===== src/rtl/merge_pkg.sv =====
// Shared types and sizing helpers for the merge-sort datapath stages.
package merge_pkg;

    localparam int DATA_W_DEF  = 16;
    localparam int RUN_LEN_DEF = 16;

    typedef enum logic [2:0] {
        IDLE,
        MERGE,
        DRAIN_A,
        DRAIN_B,
        DONE
    } merge_state_t;

    // Element counters must hold the value RUN_LEN itself, hence the extra bit.
    function automatic int cnt_w(input int run_len);
        return $clog2(run_len) + 1;
    endfunction

endpackage


===== src/rtl/merge_stage_if.sv =====
// Handshake bundle for one merge stage: two upstream run FIFOs and one merged output.
interface merge_stage_if #(
    parameter int DATA_W = merge_pkg::DATA_W_DEF
) ();

    logic              a_valid;
    logic [DATA_W-1:0] a_data;
    logic              a_ready;
    logic              b_valid;
    logic [DATA_W-1:0] b_data;
    logic              b_ready;
    logic              out_valid;
    logic [DATA_W-1:0] out_data;
    logic              out_src;
    logic              out_last;
    logic              out_ready;

    modport master (
        output a_valid, a_data, b_valid, b_data, out_ready,
        input  a_ready, b_ready, out_valid, out_data, out_src, out_last
    );

    modport slave (
        input  a_valid, a_data, b_valid, b_data, out_ready,
        output a_ready, b_ready, out_valid, out_data, out_src, out_last
    );

endinterface


===== src/rtl/merge_compare.sv =====
// Pure-combinational ordering decision between two elements; ties always favour A.
module merge_compare #(
    parameter int DATA_W = 16,
    parameter bit SIGNED = 1'b0
) (
    input  logic [DATA_W-1:0] a,
    input  logic [DATA_W-1:0] b,
    input  logic              descend,
    output logic              take_a
);

    logic a_lt_b;

    // NOTE: every always_comb output gets a value on every path, otherwise a latch is inferred.
    always_comb begin
        if (SIGNED) begin
            a_lt_b = $signed(a) < $signed(b);
        end else begin
            a_lt_b = a < b;
        end
        // Ascending takes a <= b, descending takes a >= b; equality lands on A either way.
        take_a = (a == b) || (descend ? !a_lt_b : a_lt_b);
    end

endmodule


===== src/rtl/merge_stage.sv =====
// Two-way merge of sorted runs A and B into one run of 2*RUN_LEN elements,
// with a one-entry registered output slot and a saturating busy-cycle counter.
module merge_stage
    import merge_pkg::*;
#(
    parameter int DATA_W  = DATA_W_DEF,
    parameter int RUN_LEN = RUN_LEN_DEF,
    parameter bit SIGNED  = 1'b0,
    parameter int CYC_W   = 16
) (
    input  logic             clock,
    input  logic             reset,
    input  logic             start,
    input  logic             descend,
    merge_stage_if.slave     io,
    output logic             busy,
    output logic             done,
    output logic [CYC_W-1:0] cycles
);

    localparam int               CNT_W   = cnt_w(RUN_LEN);
    localparam logic [CNT_W-1:0] RUN_CNT = CNT_W'(RUN_LEN);
    localparam logic [CNT_W:0]   TOTAL   = (CNT_W + 1)'(2 * RUN_LEN);

    merge_state_t      state_q, state_d;
    logic [CNT_W-1:0]  cnt_a_q, cnt_a_d;
    logic [CNT_W-1:0]  cnt_b_q, cnt_b_d;
    logic              desc_q, desc_d;
    logic              out_valid_q, out_valid_d;
    logic [DATA_W-1:0] out_data_q, out_data_d;
    logic              out_src_q, out_src_d;
    logic              out_last_q, out_last_d;
    logic [CYC_W-1:0]  cycles_q, cycles_d;

    logic             take_a;
    logic             load;
    logic             pop_a;
    logic             pop_b;
    logic [CNT_W:0]   total_next;

    merge_compare #(
        .DATA_W (DATA_W),
        .SIGNED (SIGNED)
    ) u_compare (
        .a       (io.a_data),
        .b       (io.b_data),
        .descend (desc_q),
        .take_a  (take_a)
    );

    // Pops double as the upstream ready strobes, so they must stay low in reset.
    always_comb begin
        load  = !out_valid_q || io.out_ready;
        pop_a = 1'b0;
        pop_b = 1'b0;
        if (reset) begin
            case (state_q)
                MERGE: begin
                    pop_a = load && io.a_valid && io.b_valid && take_a;
                    pop_b = load && io.a_valid && io.b_valid && !take_a;
                end
                DRAIN_A: pop_a = load && io.a_valid && (cnt_a_q != RUN_CNT);
                DRAIN_B: pop_b = load && io.b_valid && (cnt_b_q != RUN_CNT);
                default: ;
            endcase
        end
    end

    always_comb begin
        state_d     = state_q;
        cnt_a_d     = cnt_a_q;
        cnt_b_d     = cnt_b_q;
        desc_d      = desc_q;
        out_valid_d = out_valid_q;
        out_data_d  = out_data_q;
        out_src_d   = out_src_q;
        out_last_d  = out_last_q;
        cycles_d    = cycles_q;
        total_next  = {1'b0, cnt_a_q} + {1'b0, cnt_b_q} + (CNT_W + 1)'(1);

        if (pop_a) cnt_a_d = cnt_a_q + CNT_W'(1);
        if (pop_b) cnt_b_d = cnt_b_q + CNT_W'(1);

        if (pop_a || pop_b) begin
            out_valid_d = 1'b1;
            out_data_d  = pop_a ? io.a_data : io.b_data;
            out_src_d   = pop_b;
            out_last_d  = (total_next == TOTAL);
        end else if (io.out_ready) begin
            out_valid_d = 1'b0;
        end

        if (busy && (cycles_q != '1)) cycles_d = cycles_q + CYC_W'(1);

        case (state_q)
            IDLE, DONE: begin
                if (start) begin
                    desc_d   = descend;
                    cnt_a_d  = '0;
                    cnt_b_d  = '0;
                    cycles_d = '0;
                    state_d  = MERGE;
                end
            end
            MERGE: begin
                if (pop_a && (cnt_a_d == RUN_CNT)) begin
                    state_d = DRAIN_B;
                end else if (pop_b && (cnt_b_d == RUN_CNT)) begin
                    state_d = DRAIN_A;
                end
            end
            DRAIN_A, DRAIN_B: begin
                // Finish only once the final element has left the output slot.
                if ((cnt_a_q == RUN_CNT) && (cnt_b_q == RUN_CNT) && load) state_d = DONE;
            end
            default: state_d = IDLE;
        endcase
    end

    // NOTE: reset is sampled on the clock edge here, and all state uses non-blocking assignments.
    always_ff @(posedge clock) begin
        if (!reset) begin
            state_q     <= IDLE;
            cnt_a_q     <= '0;
            cnt_b_q     <= '0;
            desc_q      <= 1'b0;
            out_valid_q <= 1'b0;
            out_data_q  <= '0;
            out_src_q   <= 1'b0;
            out_last_q  <= 1'b0;
            cycles_q    <= '0;
        end else begin
            state_q     <= state_d;
            cnt_a_q     <= cnt_a_d;
            cnt_b_q     <= cnt_b_d;
            desc_q      <= desc_d;
            out_valid_q <= out_valid_d;
            out_data_q  <= out_data_d;
            out_src_q   <= out_src_d;
            out_last_q  <= out_last_d;
            cycles_q    <= cycles_d;
        end
    end

    assign busy         = (state_q == MERGE) || (state_q == DRAIN_A) || (state_q == DRAIN_B);
    assign done         = (state_q == DONE);
    assign cycles       = cycles_q;
    assign io.a_ready   = pop_a;
    assign io.b_ready   = pop_b;
    assign io.out_valid = out_valid_q;
    assign io.out_data  = out_data_q;
    assign io.out_src   = out_src_q;
    assign io.out_last  = out_last_q;

endmodule


===== src/flat_wrapper.sv =====
// flat-port wrapper written by rule: the top's interface ports become plain ports
module merge_stage_flat import merge_pkg::*;
#(
    parameter int DATA_W  = DATA_W_DEF,
    parameter int RUN_LEN = RUN_LEN_DEF,
    parameter bit SIGNED  = 1'b0,
    parameter int CYC_W   = 16
)
  (clock, reset, start, descend, busy, done, cycles, io_a_valid, io_a_data, io_b_valid, io_b_data, io_out_ready, io_a_ready, io_b_ready, io_out_valid, io_out_data, io_out_src, io_out_last);
  merge_stage_if #(.DATA_W(DATA_W)) io_i ();
  input  logic clock;
  input  logic reset;
  input  logic start;
  input  logic descend;
  output logic busy;
  output logic done;
  output logic [CYC_W-1:0] cycles;
  input wire logic [$bits(io_i.a_valid)-1:0] io_a_valid;
  input wire logic [$bits(io_i.a_data)-1:0] io_a_data;
  input wire logic [$bits(io_i.b_valid)-1:0] io_b_valid;
  input wire logic [$bits(io_i.b_data)-1:0] io_b_data;
  input wire logic [$bits(io_i.out_ready)-1:0] io_out_ready;
  output wire logic [$bits(io_i.a_ready)-1:0] io_a_ready;
  output wire logic [$bits(io_i.b_ready)-1:0] io_b_ready;
  output wire logic [$bits(io_i.out_valid)-1:0] io_out_valid;
  output wire logic [$bits(io_i.out_data)-1:0] io_out_data;
  output wire logic [$bits(io_i.out_src)-1:0] io_out_src;
  output wire logic [$bits(io_i.out_last)-1:0] io_out_last;
  assign io_i.a_valid = io_a_valid;
  assign io_i.a_data = io_a_data;
  assign io_i.b_valid = io_b_valid;
  assign io_i.b_data = io_b_data;
  assign io_i.out_ready = io_out_ready;
  assign io_a_ready = io_i.a_ready;
  assign io_b_ready = io_i.b_ready;
  assign io_out_valid = io_i.out_valid;
  assign io_out_data = io_i.out_data;
  assign io_out_src = io_i.out_src;
  assign io_out_last = io_i.out_last;
  merge_stage #(.DATA_W(DATA_W), .RUN_LEN(RUN_LEN), .SIGNED(SIGNED), .CYC_W(CYC_W)) u_core (.clock(clock), .reset(reset), .start(start), .descend(descend), .io(io_i), .busy(busy), .done(done), .cycles(cycles));
endmodule

===== config.mk =====
export PLATFORM = sky130hd
export DESIGN_NAME = merge_stage_flat
export DESIGN_NICKNAME = d
export VERILOG_FILES = /design/src/rtl/merge_pkg.sv /design/src/rtl/merge_stage_if.sv /design/src/rtl/merge_compare.sv /design/src/rtl/merge_stage.sv /design/src/flat_wrapper.sv
export SDC_FILE = /design/constraint.sdc
export NUM_CORES = 1
export LEC_CHECK = 0
export CORE_ASPECT_RATIO = 0.6
export CORE_MARGIN = 10
export CORE_UTILIZATION = 40
export CTS_BUF_LIST = sky130_fd_sc_hd__clkbuf_4
export CTS_CLUSTER_DIAMETER = 60
export DETAILED_ROUTE_END_ITERATION = 8
export PLACE_DENSITY = 0.71
export SLEW_MARGIN = 10
export SYNTH_ARGS = -nofsm -noshare
export SYNTH_HDL_FRONTEND = slang
export SYNTH_SLANG_ARGS = --single-unit

===== constraint.sdc =====
create_clock -name clock -period 4.9 [get_ports clock]
set_input_delay 0.735 -clock clock [delete_from_list [all_inputs] [get_ports clock]]
set_output_delay 0.735 -clock clock [all_outputs]
set_load 0.005 [all_outputs]

==> flow_metrics.py, run 1 <==
metrics = {
    "detailed_routing": {
        "drc": 0,
        "drt-total-wl_um": 8530,
        "ant_nets": 0,
        "vias": 2742,
        "first_pass_iters": 5,
        "first_iter_violations": 191,
        "avgViaCountPerCell": 5.21,
        "wire_per_inst_um": 16.2,
    },
    "timing": {
        "setup_tns_ps": 0,
        "fin_crit_ps": 4370,
        "finalMaxSlewViolations": 0,
        "finalHoldViolations": 0,
        "slew_headroom": 0.440,
        "timing.fmax_mhz": 229,
        "finalSetupViolations": 0,
        "post-route-period-util": 0.892,
        "clock_skew_ps": 15.1,
        "rsz0062_at_grt": "false",
        "tightest_slew_ps": 839,
    },
    "clocking": {
        "cts.sinks": 49,
        "clk_pin_slew_ps": 130,
        "htreeDepth": 2,
        "holdBufCountCts": 0,
        "cts_tree": "done",
        "cts_made_buffers": 5,
        "clock_latency_ps": 390,
        "cts_resized": 0,
        "cts_root_buffer": "clkbuf_4",
        "post-cts-setup-buffers": 0,
        "cts_buffer_depth": 2,
    },
    "flow_run": {
        "drv_cap": 0,
    },
    "min_path": {
        "hold_depth": 2,
        "worstHoldEndpoint": "u_core.desc_q$_SDFFE_PN0P_",
        "hold_path_class": "register to register",
        "hold_path_startpoint": "u_core.desc_q$_SDFFE_PN0P_",
    },
    "power_and_ir_drop": {
        "power_switching_uw": 205,
        "combPwrFrac": 0.162,
        "seqPwrFrac": 0.492,
        "vdd_drop_max_v": 0.0000995,
        "power_density_nw_per_um2": 220,
        "p_clk_frac": 0.347,
        "p_int_uw": 636,
        "switching_share": 0.243,
        "p_leak_uw": 0.00148,
    },
    "yosys": {
        "synth_top_area_share": 0.342,
        "syn_area_um2": 2870,
        "synth_enable_flop_cells": 0,
        "syn_area_per_cell_um2": 7.88,
        "yosys_register_bits": 49,
        "synth_most_common_cell": "dfxtp_1",
        "synth_cell_types": 43,
        "synth_commonest_cells": "49 x dfxtp_1, 39 x inv_1, 38 x nand2_1, 36 x nor2_1, 26 x ha_1",
        "synth_top_area_cell": "dfxtp_1",
        "yosysSeqAreaShare": 0.342,
        "syn_nets": 429,
        "syn_inst": 364,
        "async_flop_share": 0,
        "synthFlopType": "dfxtp_1",
        "yosysWarnings": 0,
        "ys_top_cells_by_area": "dfxtp_1 34%, ha_1 11%, inv_1 5.1%, nand2_1 5.0%, nor2_1 4.7%",
    },
    "floorplan": {
        "start_util": 0.421,
        "die-area_um2": 11100,
        "core_um2": 6820,
        "die-height_um": 85.6,
        "placementRows": 23,
        "dieWidth_um": 129,
        "design.portCount": 78,
    },
    "run_status": {
        "status": "finished, final reports clean",
    },
    "worst_setup_path": {
        "crit_chain": "clkdlybuf4s50_1, inv_1, ha_1, a21o_1, a21o_1, a2111oi_2, a31o_1, and3_1, nor2_1, nor2_1, clkdlybuf4s50_1",
        "regToRegStartpoint": "u_core.cnt_b_q[1]$_SDFF_PN0_",
        "cp-start-kind": "input port",
        "r2r_end": "u_core.io.out_last$_SDFFE_PN0P_",
        "cp_num_cells": 11,
        "cp_num_buf_inv": 3,
        "rr_worst_depth": 8,
        "critPathKind": "input port to output port",
        "crit_slowest_cell": "clkdlybuf4s50_1",
        "crit_family": "buffers and inverters",
        "end_kind": "output port",
        "crit_fanout": 6,
        "critPathArrivalTime_ps": 3640,
        "reg2reg_setup_slack_ps": 2210,
        "cpPeakStageDelay_ps": 530,
        "cp-startpoint": "io_b_data[13]",
        "cp.required_ps": 4160,
    },
    "finish": {
        "diodes": 0,
        "areaGrowthSynthToFinish_pct": 33.0,
        "final_core_util": 0.560,
        "drive_above_1_share": 0.0387,
        "num-nets-final": 503,
    },
    "place": {
        "dp_hpwl_um": 6740,
        "port-buffer-count": 77,
        "place.gp.congestion": 0.832,
    },
    "grt": {
        "antenna_found_initial": 0,
        "grt_pass1_vias": 2606,
        "grt_usage": 0.155,
        "gr-total-overflow": 0,
        "grt_pass1_wl_um": 13900,
        "grt_max_degree": 44,
    },
}
## power by group through the flow
stage               clock [uW]  combinational (uW)  sequential, uW
floorplan                    0                63.2             422
global placement             0                 133             422
detailed placement           0                 134             422
CTS                        301                 135             414
global route               317                 150             415
finish                     292                 136             413
## cell usage in the layout (no fill, tap or decap), drive strengths merged, types with 3 or more instances in the layout
| cell type | synthesis | final |
|---|---|---|
| nand2b | 6 | 6 |
| nor3 | 7 | 7 |
| nand4 | 7 | 7 |
| a21oi | 24 | 24 |
| and2 | 3 | 3 |
| a2111oi | 3 | 3 |
| nand3 | 21 | 21 |
| or3 | 4 | 4 |
| a21o | 3 | 3 |
| a31oi | 13 | 13 |
| mux2i | 4 | 4 |
| nand2 | 38 | 38 |
| dfxtp | 49 | 49 |
| inv | 39 | 39 |
| clkbuf | 6 | 5 |
| xnor2 | 9 | 9 |
| o21ai | 19 | 19 |
| ha | 26 | 26 |
| clkdlybuf4s50 | 0 | 77 |
| xor2 | 9 | 9 |
| nor2 | 36 | 36 |
| buf | 7 | 3 |
| a2bb2oi | 8 | 8 |
## area by class of cell
class / count / area, um2
Clock buffer: 5 / 37.5
Clock inverter: 3 / 65.1
Fill cell: 635 / 3000
Inverter: 39 / 146
Multi-Input combinational cell: 263 / 1680
Sequential cell: 49 / 981
Tap cell: 87 / 109
Timing Repair Buffer: 80 / 793
## per-stage QoR
step                      total power [uW]  setup slack, ps  cell area (um2)  hold slack (ps)  cells
after floorplan                        485             1500             2870              436    364
after global placement                 555              640             3710              450    518
after detailed placement               556              541             3710              458    518
after CTS                              849              540             3820              476    526
after global routing                   882              312             3820              504    526
final                                  841              527             3820              471    526
## logic make-up after synthesis
family / synth area share
buffers and inverters: 0.0711
adder cells (fa/ha/maj): 0.113
multiplexers: 0.0140
XOR/XNOR: 0.0550
AND/OR/NAND/NOR: 0.233
flip-flops: 0.342
AO/OA/AOI/OAI: 0.172
## worst reg2reg max path, stage by stage (launching register included)
cell	delay [ps]
dfxtp_1	500
inv_1	100
ha_1	180
nor4b_1	180
nor4_1	620
nor2_1	170
buf_4	270
a2111oi_0	470
a41o_1	140
## per-layer routing
layer	part of all wire	wire, um	global-route usage
met1	0.53	4520	0.227
met4	0.013	114	0.0473
met2	0.40	3410	0.215
met5	0	0	0
met3	0.057	486	0.0381
## worst max path at each step
stage	slack, ps	end
2_1_floorplan	1500	io_a_ready
3_3_place_gp	640	io_b_ready
3_5_place_dp	540	io_b_ready
4_1_cts	540	io_b_ready
5_1_grt	310	io_b_ready
6_report	530	io_b_ready
## flip-flops by register name, summed over array words and instances, names as in the netlist
signal               count
u_core.desc_q            1
u_core.cnt_b_q           5
u_core.cycles           16
u_core.state_q           3
u_core.io.out_data      16
u_core.io.out_valid      1
u_core.io.out_last       1
u_core.cnt_a_q           5
u_core.io.out_src        1
No activity file was read; power rests on OpenSTA's default activity.
==> run 2, diff against run 1 <==
- MAX_ROUTING_LAYER: default -> met4
- SLEW_MARGIN: 10 -> 0
==> flow_metrics.py, run 2 (synthesis gave the netlist of run 1 again) <==
metrics = {
    "run_status": {
        "status": "finished, final reports clean",
    },
    "finish": {
        "areaGrowthSynthToFinish_pct": 33.0,
        "diodes": 0,
        "final_common_cell": "clkdlybuf4s50_1",
        "drive_above_1_share": 0.0387,
        "num-nets-final": 503,
        "final_cell_mix": "77 x clkdlybuf4s50_1, 49 x dfxtp_1, 39 x inv_1",
    },
    "floorplan": {
        "design.portCount": 78,
        "dieWidth_um": 129,
        "die-area_um2": 11100,
        "die-height_um": 85.6,
        "core_um2": 6820,
        "start_util": 0.421,
        "placementRows": 23,
    },
    "detailed_routing": {
        "drt-total-wl_um": 8550,
        "first_iter_violations": 206,
        "drc": 0,
        "vias": 2761,
        "avgViaCountPerCell": 5.25,
        "ant_nets": 0,
        "first_pass_iters": 5,
        "wire_per_inst_um": 16.3,
    },
    "grt": {
        "grt_usage": 0.160,
        "grt_max_degree": 44,
        "antenna_found_initial": 0,
        "grt_pass1_wl_um": 14000,
        "gr-total-overflow": 0,
        "grt_pass1_vias": 2604,
    },
    "clocking": {
        "clock_latency_ps": 390,
        "holdBufCountCts": 0,
        "cts_root_buffer": "clkbuf_4",
        "cts_tree": "done",
        "cts.sinks": 49,
        "htreeDepth": 2,
        "clk_pin_slew_ps": 130,
        "cts_made_buffers": 5,
        "cts_resized": 0,
        "cts_buffer_depth": 2,
        "post-cts-setup-buffers": 0,
    },
    "power_and_ir_drop": {
        "vdd_drop_max_v": 0.0000995,
        "p_leak_uw": 0.00148,
        "power_density_nw_per_um2": 221,
    },
    "timing": {
        "finalHoldViolations": 0,
        "finalMaxSlewViolations": 0,
        "post-route-period-util": 0.894,
        "timing.fmax_mhz": 228,
        "worst_hold_slack_ps": 471,
        "clock_skew_ps": 17.4,
        "tightest_slew_ps": 836,
        "slew_headroom": 0.437,
        "rsz0062_at_grt": "false",
        "setup_tns_ps": 0,
        "fin_crit_ps": 4380,
        "finalSetupViolations": 0,
    },
    "place": {
        "dp_hpwl_um": 6740,
        "place.gp.congestion": 0.845,
        "port-buffer-count": 77,
    },
    "worst_setup_path": {
        "cp-start-kind": "input port",
        "critPathKind": "input port to output port",
        "cp.required_ps": 4160,
        "end_kind": "output port",
        "critPathArrivalTime_ps": 3650,
        "rr_worst_depth": 8,
        "cpPeakStageDelay_ps": 530,
        "crit_slowest_cell": "clkdlybuf4s50_1",
        "crit_fanout": 6,
        "crit_chain": "clkdlybuf4s50_1, inv_1, ha_1, a21o_1, a21o_1, a2111oi_2, a31o_1, and3_1, nor2_1, nor2_1, clkdlybuf4s50_1",
    },
    "flow_run": {
        "drv_cap": 0,
    },
    "min_path": {
        "hold_path_class": "register to register",
        "hold_depth": 2,
    },
}
run 2: cell counts in the layout (fill, tap and decap cells not counted):
No cell type changed its count.
run 2: worst max-delay path, delay by kind of cell:
kind / cells / cell delay, ps
compound gates: 4 / 1030
fa+ha+maj: 1 / 300
buf+inv: 3 / 1070
simple gates: 3 / 510
run 2: path summary, 6_finish.rpt:
kind,startpoint,to,slack (ps)
worst max-delay path,io_b_data[13],io_b_ready,520
worst min-delay path,u_core.desc_q$_SDFFE_PN0P_,u_core.desc_q$_SDFFE_PN0P_,470
worst max register to register,u_core.cnt_b_q[1]$_SDFF_PN0_,u_core.io.out_last$_SDFFE_PN0P_,2170
worst min register to register,u_core.desc_q$_SDFFE_PN0P_,u_core.desc_q$_SDFFE_PN0P_,470
run 2: through the flow:
stage	std cells	setup WS [ps]	utilization	total power (uW)	area, um2
2_1_floorplan	364	1500	-	485	2870
3_3_place_gp	518	640	0.544	555	3710
3_5_place_dp	518	541	0.544	556	3710
4_1_cts	526	540	0.560	849	3820
5_1_grt	526	316	0.560	882	3820
6_report	526	518	0.560	843	3820
run 2: cell type report:
type | count | area [um2]
Clock buffer | 5 | 37.5
Clock inverter | 3 | 65.1
Fill cell | 635 | 3000
Inverter | 39 | 146
Multi-Input combinational cell | 263 | 1680
Sequential cell | 49 | 981
Tap cell | 87 | 109
Timing Repair Buffer | 80 | 793
run 2: metal layers:
| metal | vias to the layer above | share of wire | track usage |
|---|---|---|---|
| met4 | 0 | 0.013 | 0.0473 |
| met1 | 1256 | 0.54 | 0.233 |
| met3 | 12 | 0.054 | 0.0320 |
| met2 | 83 | 0.39 | 0.214 |
| met5 | - | 0 | - |
| li1 | 1410 | - | - |
run 2: power by group:
part / internal, uW / switching [uW]
clock network: 158 / 135
registers: 407 / 6.02
logic: 71.0 / 65.1
total: 636 / 206
==> run 3, diff against run 2 <==
- CTS_BUF_LIST: sky130_fd_sc_hd__clkbuf_4 -> default
- SLEW_MARGIN: 0 -> default
- clock period: 4.9 -> 4.25 ns (I/O delays scaled with it)
==> flow_metrics.py, run 3 (synthesis gave the netlist of run 1 again) <==
metrics = {
    "timing": {
        "rsz0062_at_grt": "false",
        "timing.fmax_mhz": 244,
        "clock_skew_ps": 6.95,
        "post-route-period-util": 0.963,
        "finalHoldViolations": 0,
        "setup_tns_ps": 0,
        "tightest_slew_ps": 877,
        "finalMaxSlewViolations": 0,
        "fin_crit_ps": 4090,
        "finalSetupViolations": 0,
        "worst_hold_slack_ps": 466,
        "slew_headroom": 0.414,
    },
    "worst_setup_path": {
        "cp-start-kind": "input port",
        "end_kind": "output port",
        "critPathKind": "input port to output port",
        "critPathArrivalTime_ps": 3450,
        "crit_fanout": 2,
        "regToRegStartpoint": "u_core.cnt_b_q[0]$_SDFF_PN0_",
        "cp.required_ps": 3610,
        "reg2reg_setup_slack_ps": 1700,
        "cp-startpoint": "io_b_data[13]",
    },
    "detailed_routing": {
        "ant_nets": 0,
        "wire_per_inst_um": 16.5,
        "drt-total-wl_um": 8690,
        "first_pass_iters": 5,
        "first_iter_violations": 247,
        "vias": 2811,
        "drc": 0,
        "avgViaCountPerCell": 5.32,
    },
    "clocking": {
        "cts_made_buffers": 5,
        "cts_root_buffer": "clkbuf_16",
        "cts_resized": 0,
        "clk_pin_slew_ps": 70,
        "cts_buffer_depth": 2,
        "holdBufCountCts": 0,
        "clock_latency_ps": 290,
        "cts.sinks": 49,
        "htreeDepth": 2,
        "post-cts-setup-buffers": 0,
        "cts_tree": "done",
    },
    "place": {
        "dp_hpwl_um": 6770,
        "place.gp.congestion": 0.888,
        "port-buffer-count": 77,
    },
    "power_and_ir_drop": {
        "power_density_nw_per_um2": 271,
        "finalPower_uw": 1050,
        "vdd_drop_max_v": 0.000189,
        "p_leak_uw": 0.00152,
    },
    "floorplan": {
        "core_um2": 6820,
        "die-area_um2": 11100,
        "dieWidth_um": 129,
        "placementRows": 23,
        "design.portCount": 78,
        "die-height_um": 85.6,
        "start_util": 0.421,
    },
    "grt": {
        "grt_max_degree": 44,
        "antenna_found_initial": 0,
        "grt_use_met3": 0.0295,
        "grtUsageMet2": 0.225,
        "grt_use_met1": 0.233,
        "grt_usage": 0.161,
        "gr-total-overflow": 0,
        "grt_pass1_wl_um": 14100,
        "top_usage_layer": "met1",
        "grt_pass1_vias": 2615,
    },
    "finish": {
        "final_common_cell": "clkdlybuf4s50_1",
        "diodes": 0,
        "num-nets-final": 505,
        "drive_above_1_share": 0.0431,
        "areaGrowthSynthToFinish_pct": 35.5,
        "final_cell_mix": "77 x clkdlybuf4s50_1, 49 x dfxtp_1, 39 x inv_1",
    },
    "flow_run": {
        "drv_cap": 0,
    },
    "min_path": {
        "hold_path_startpoint": "u_core.desc_q$_SDFFE_PN0P_",
        "hold_path_class": "register to register",
    },
    "run_status": {
        "status": "finished, final reports clean",
    },
}
run 3: area by class of cell:
type                       count  area, um2
fill                         629       2930
multi-input combinational    263       1680
sequential                    49        981
timing repair buffer          82        808
clock buffer                   7        153
inverter                      39        146
tap                           87        109
clock inverter                 1       5.00
run 3: worst paths after layout:
path,end,cells past startpoint
min,u_core.desc_q$_SDFFE_PN0P_,2
min reg2reg,u_core.desc_q$_SDFFE_PN0P_,2
max,io_a_ready,11
max reg2reg,u_core.io.out_data[3]$_SDFFE_PN0P_,8
run 3: layer usage:
metal  part of all wire  wire length, um
met5                  0                0
met4             0.0063               55
met3              0.057              498
met2               0.42             3650
met1               0.52             4480
run 3: report_power, final:
group	switching, uW	leakage, uW	total, uW	internal, uW
registers	6.99	0.000396	476	470
clock network	170	0.0000799	419	249
logic	75.8	0.00104	158	82.0
total	253	0.00152	1050	801
run 3: worst max-delay path, cell delays in order:
cell	delay [ps]
clkdlybuf4s50_1	480
inv_1	50
ha_1	300
a21o_1	160
a21o_1	180
a2111oi_2	430
nand4_1	190
a311oi_2	280
o211ai_2	120
nor2_1	90
clkdlybuf4s50_1	530
run 3: through the flow:
step | area, um2 | util | setup WS [ps] | instances
CTS | 3890 | 0.570 | 199 | 528
detailed placement | 3730 | 0.547 | 215 | 520
floorplan | 2870 | - | 1050 | 364
finish | 3890 | 0.570 | 159 | 528
global placement | 3730 | 0.547 | 232 | 520
global route | 3890 | 0.570 | 68.6 | 528
